===== src/rtl/regression_feature_gen_pkg.sv =====
// Shared types and sizing constants for the regression feature stage.
package regfeat_pkg;
  localparam int FEAT_W = 16;
  localparam int ACC_W  = 32;
  localparam int STEPS  = 16;
  localparam int CNT_W  = $clog2(STEPS);

  typedef enum logic [1:0] {IDLE, SQ, CUBE, DONE} state_t;
endpackage


===== src/rtl/regression_feature_gen_seq_mult16.sv =====
// Iterative 16x16 shift-add multiplier, one multiplier bit per enabled cycle.
// The product port already includes the current step, so it is final while last is high.
module seq_mult16
  import regfeat_pkg::*;
(
  input  logic              clk,
  input  logic              rst,
  input  logic              start,
  input  logic              step_en,
  input  logic [FEAT_W-1:0] a,
  input  logic [FEAT_W-1:0] b,
  output logic [ACC_W-1:0]  product,
  output logic              last
);
  logic [ACC_W-1:0] acc_reg;
  logic [CNT_W-1:0] cnt_reg;
  logic [ACC_W-1:0] pp [STEPS];

  genvar gi;
  generate
    for (gi = 0; gi < STEPS; gi++) begin : g_pp
      assign pp[gi] = b[gi] ? ({{(ACC_W-FEAT_W){1'b0}}, a} << gi) : '0;
    end
  endgenerate

  assign product = acc_reg + pp[cnt_reg];
  assign last    = (cnt_reg == CNT_W'(STEPS-1));

  // Self-clears after the last step so the next pass starts from zero.
  always_ff @(posedge clk or posedge rst) begin
    if (rst) begin
      acc_reg <= '0;
      cnt_reg <= '0;
    end else if (start) begin
      acc_reg <= '0;
      cnt_reg <= '0;
    end else if (step_en) begin
      if (last) begin
        acc_reg <= '0;
        cnt_reg <= '0;
      end else begin
        acc_reg <= product;
        cnt_reg <= cnt_reg + 1'b1;
      end
    end
  end
endmodule


===== src/rtl/regression_feature_gen.sv =====
// Feature generator: f0 = x, f1 = x^2, f2 = f1*x in fixed point with one shared multiplier.
// Define FEAT_SAT_EN to saturate f1/f2 at 0xFFFF instead of wrapping.
module regression_feature_gen
  import regfeat_pkg::*;
#(
  parameter int FRAC = 8
) (
  input  logic              clk,
  input  logic              rst,
  input  logic              in_valid,
  output logic              in_ready,
  input  logic [FEAT_W-1:0] x,
  output logic              out_valid,
  input  logic              out_ready,
  output logic [FEAT_W-1:0] f0,
  output logic [FEAT_W-1:0] f1,
  output logic [FEAT_W-1:0] f2,
  output logic              busy
);
  state_t            state_reg, state_next;
  logic [FEAT_W-1:0] f0_reg, f1_reg, f2_reg;
  logic              mult_start, step_en, last;
  logic [FEAT_W-1:0] mult_a;
  logic [ACC_W-1:0]  product;
  logic [FEAT_W-1:0] narrowed;

  // The cube pass multiplies the already-narrowed f1 by x.
  assign mult_a = (state_reg == CUBE) ? f1_reg : f0_reg;

  seq_mult16 u_mult (
    .clk     (clk),
    .rst     (rst),
    .start   (mult_start),
    .step_en (step_en),
    .a       (mult_a),
    .b       (f0_reg),
    .product (product),
    .last    (last)
  );

`ifdef FEAT_SAT_EN
  logic [ACC_W-1:0] scaled;
  assign scaled   = product >> FRAC;
  assign narrowed = (|scaled[ACC_W-1:FEAT_W]) ? '1 : scaled[FEAT_W-1:0];
`else
  assign narrowed = FEAT_W'(product >> FRAC);
`endif

  always_comb begin
    state_next = state_reg;
    mult_start = 1'b0;
    step_en    = 1'b0;
    case (state_reg)
      IDLE: if (in_valid) begin
        state_next = SQ;
        mult_start = 1'b1;
      end
      SQ: begin
        step_en = 1'b1;
        if (last) state_next = CUBE;
      end
      CUBE: begin
        step_en = 1'b1;
        if (last) state_next = DONE;
      end
      DONE: if (out_ready) state_next = IDLE;
      default: state_next = IDLE;
    endcase
  end

  always_ff @(posedge clk or posedge rst) begin
    if (rst) begin
      state_reg <= IDLE;
      f0_reg    <= '0;
      f1_reg    <= '0;
      f2_reg    <= '0;
    end else begin
      state_reg <= state_next;
      if (mult_start)                  f0_reg <= x;
      if (state_reg == SQ && last)     f1_reg <= narrowed;
      if (state_reg == CUBE && last)   f2_reg <= narrowed;
    end
  end

  assign in_ready  = (state_reg == IDLE);
  assign out_valid = (state_reg == DONE);
  assign busy      = (state_reg == SQ) || (state_reg == CUBE);
  assign f0 = f0_reg;
  assign f1 = f1_reg;
  assign f2 = f2_reg;
endmodule

===== config.mk =====
export PLATFORM = sky130hd
export DESIGN_NAME = regression_feature_gen
export DESIGN_NICKNAME = d
export VERILOG_FILES = /design/src/rtl/regression_feature_gen_pkg.sv /design/src/rtl/regression_feature_gen_seq_mult16.sv /design/src/rtl/regression_feature_gen.sv
export SDC_FILE = /design/constraint.sdc
export NUM_CORES = 1
export LEC_CHECK = 0
export CORE_ASPECT_RATIO = 1.1
export CORE_MARGIN = 1
export CORE_UTILIZATION = 63
export CTS_CLUSTER_SIZE = 10
export DETAILED_ROUTE_END_ITERATION = 8
export DONT_BUFFER_PORTS = 1
export HOLD_SLACK_MARGIN = 0.06
export PLACE_DENSITY_LB_ADDON = 0.25
export SLEW_MARGIN = 15
export SYNTH_ARGS = -nofsm -noshare
export SYNTH_HDL_FRONTEND = slang
export SYNTH_SLANG_ARGS = --single-unit

===== constraint.sdc =====
create_clock -name clk -period 6.4 [get_ports clk]
set_input_delay 1.28 -clock clk [delete_from_list [all_inputs] [get_ports clk]]
set_output_delay 1.28 -clock clk [all_outputs]
set_load 0.02 [all_outputs]

==> flow_summary.ini <==
[synth]
ys.flop_type = dfrtp_1
async_flop_share = 1.000
synth_xor_area_frac = 0.02498
synth_top_family_by_area = compound AO/OA/AOI/OAI gates
syn_area_mm2 = 0.006613
synth-compound-area-share = 0.3205
synthesis.nets = 866
netlist.area_leader.share = 0.2952
ys_types = 73
synth_top_cell_by_area = dfrtp_1
synth_edf_count = 0
yosys.area_share.simple = 0.1606
yosysWarningCount = 0
yosysSeqAreaShare = 0.2952
ys_seq_elements = 78
synth_adder_area_share = 0.05790
syn_inst = 816
synth.area.top_cells = dfrtp_1 30%, nand2_1 6.7%, a21oi_1 5.9%, o21ai_0 5.8%, ha_1 5.5%
postSynthAreaPerCell_um2 = 8.104
synth.area.mux_share = 0.08628

[outcome]
status = finished clean

[clocking]
root_buffer = clkbuf_8
cts_sinks = 78
cts_tree = yes
hold_buffers = 0
clock_path_buffers = 2
cts_made_buffers = 9
worstSkewPairLatency_ps = 360
cts.clk_slew.worst_paths_ps = 90
postCtsSetupRepairBufs = 0
h-tree-depth = 3
post_cts_resize_count = 0

[timing]
slew_headroom = 0.2126
setup_violations = 0
whs_ps = 490.9
tightest_slew_ps = 1181
slew_violations = 0
fin_tns_setup_ps = 0
period_needed_ps = 5114
fmax_mhz = 195.5
rsz0062_at_grt = no
hold_viol = 0
clock-skew-final_ps = 9.261
period_share = 0.7991

[grt]
grt_max_degree = 78
grt.met1_usage = 0.5031
grt_pass1_vias = 6031
busiest_layer = met2
use_met3 = 0.08837
antenna_found_initial = 0
grt-ovfl-total = 0
gr-usage-met2 = 0.6020
grtUsageTotal = 0.3824
grt_pass1_wl_um = 32370

[setup_path]
cp_slowest_cell = ha_2
cp_common_cell = o21ai_0
worstPathArrival_ps = 5390
crit_family = compound AO/OA/AOI/OAI gates
cp_slowest_stage_delay_ps = 990
path_cells = inv_1 > ha_2 > mux2i_1 > o21ai_0 > a21oi_1 > nor4_1 > nor3b_1 > a211oi_1 > ha_1 > nand2_1 > o21ai_0 > o21a_1 > nor2_1 > o22ai_1 > nand3_1 > o21ai_0
path_max_fanout = 41
cp-end-kind = flip-flop
path_class = flip-flop to flip-flop
path_buf_inv = 1
critPathLaunchType = flip-flop
crit_required_ps = 6670

[detailed_routing]
drt_iter0_drc = 566
dr_total_vias = 6512
via_per_inst = 7.140
wire_per_inst_um = 22.38
drtPass1Iterations = 5
drt-total-wl_um = 20410
drc = 0
drt.antenna.violating_nets = 0

[cells_and_area]
num-nets-final = 817
fin_cells = 912
final_cell_mix = 118 x nand2_1, 78 x a21oi_1, 77 x o21ai_0, 77 x dfrtp_1, 39 x o22ai_1
n_antenna_cell = 0
area_delta_synth_final_pct = 2.611
largest_reg_flops = 24
final_common_cell = nand2_1
drive_gt1_frac = 0.09845

[floorplanning]
start_util = 0.6591
core-area_mm2 = 0.01003
die_y_um = 109.5
boundaryPins = 71
die-area_mm2 = 0.01091
die_w_um = 99.69
rows = 38

[placed_design]
hpwl_um = 14430
place.gp.congestion = 0.9917
post-place-cells = 896
port_buffers = 0

[worst_hold_path]
hp-class = flip-flop to flip-flop

[run]
cap_violations = 0
-- worst reg2reg max path, cell delays in order, from the launching register on --
cell      delay [ps]
dfrtp_1          410
inv_1            140
ha_2             990
mux2i_1          580
o21ai_0          170
a21oi_1          170
nor4_1            70
nor3b_1          380
a211oi_1         120
ha_1             460
nand2_1          100
o21ai_0          560
o21a_1           220
nor2_1            40
o22ai_1          240
nand3_1          130
o21ai_0          240
-- cell usage after synthesis (8+ instances only) --
cell	number
a21o_1	11
a21oi_1	78
a221oi_1	16
a22oi_1	14
buf_2	8
clkbuf_1	47
dfrtp_1	78
ha_1	29
inv_1	15
mux2_2	27
mux2i_1	12
nand2_1	118
nand2b_1	17
nand3_1	13
nor2_1	32
nor2b_1	14
nor3_1	9
o21ai_0	77
o21ai_1	9
o221ai_1	18
o22ai_1	39
xnor2_1	11
-- final cells by class --
type,instances,area [um^2]
clock inverters,7,120.1
well taps,140,175.2
inverters,15,57.56
flip-flops and latches,78,1953
multi-input cells,656,4303
repair buffers,7,52.55
clock buffers,9,123.9
fillers,842,3247
-- metrics by stage --
stage | setup slack, ps | area, um^2 | utilization
detailed placement | 1523 | 6541 | 0.6520
global placement | 1628 | 6541 | 0.6520
finish | 1286 | 6785 | 0.6764
global route | 995.5 | 6785 | 0.6764
floorplan | 2483 | 6613 | -
CTS | 1509 | 6785 | 0.6764
-- metal layers --
metal | wire [um] | part of all wire
met1 | 8171 | 0.40
met2 | 9180 | 0.45
met3 | 2327 | 0.11
met4 | 733 | 0.036
met5 | 0 | 0
-- cells by family (layout without fill, tap and decap cells) --
group,count (synthesis),count (layout)
XOR/XNOR,18,18
multiplexers,48,48
AND/OR/NAND/NOR,233,233
flip-flops,78,78
buffers and inverters,82,38
adder cells (fa/ha/maj),30,30
AO/OA/AOI/OAI,327,327
-- final timing paths --
path,start,endpoint,slack [ps],cells after the start
max in group asynchronous,rst,u_mult.cnt_reg[1],4620,2
hold reg to reg,u_mult.acc_reg[4],u_mult.acc_reg[4],490,2
setup reg to reg,state_reg[0],f2[12],1290,16
min in group asynchronous,rst,f2[14],630,1
hold / removal,u_mult.acc_reg[4],u_mult.acc_reg[4],490,2
setup / recovery,state_reg[0],f2[12],1290,16
Power is not shown: default switching activity piles up to over one toggle a cycle in this logic, so the estimate is an artifact.
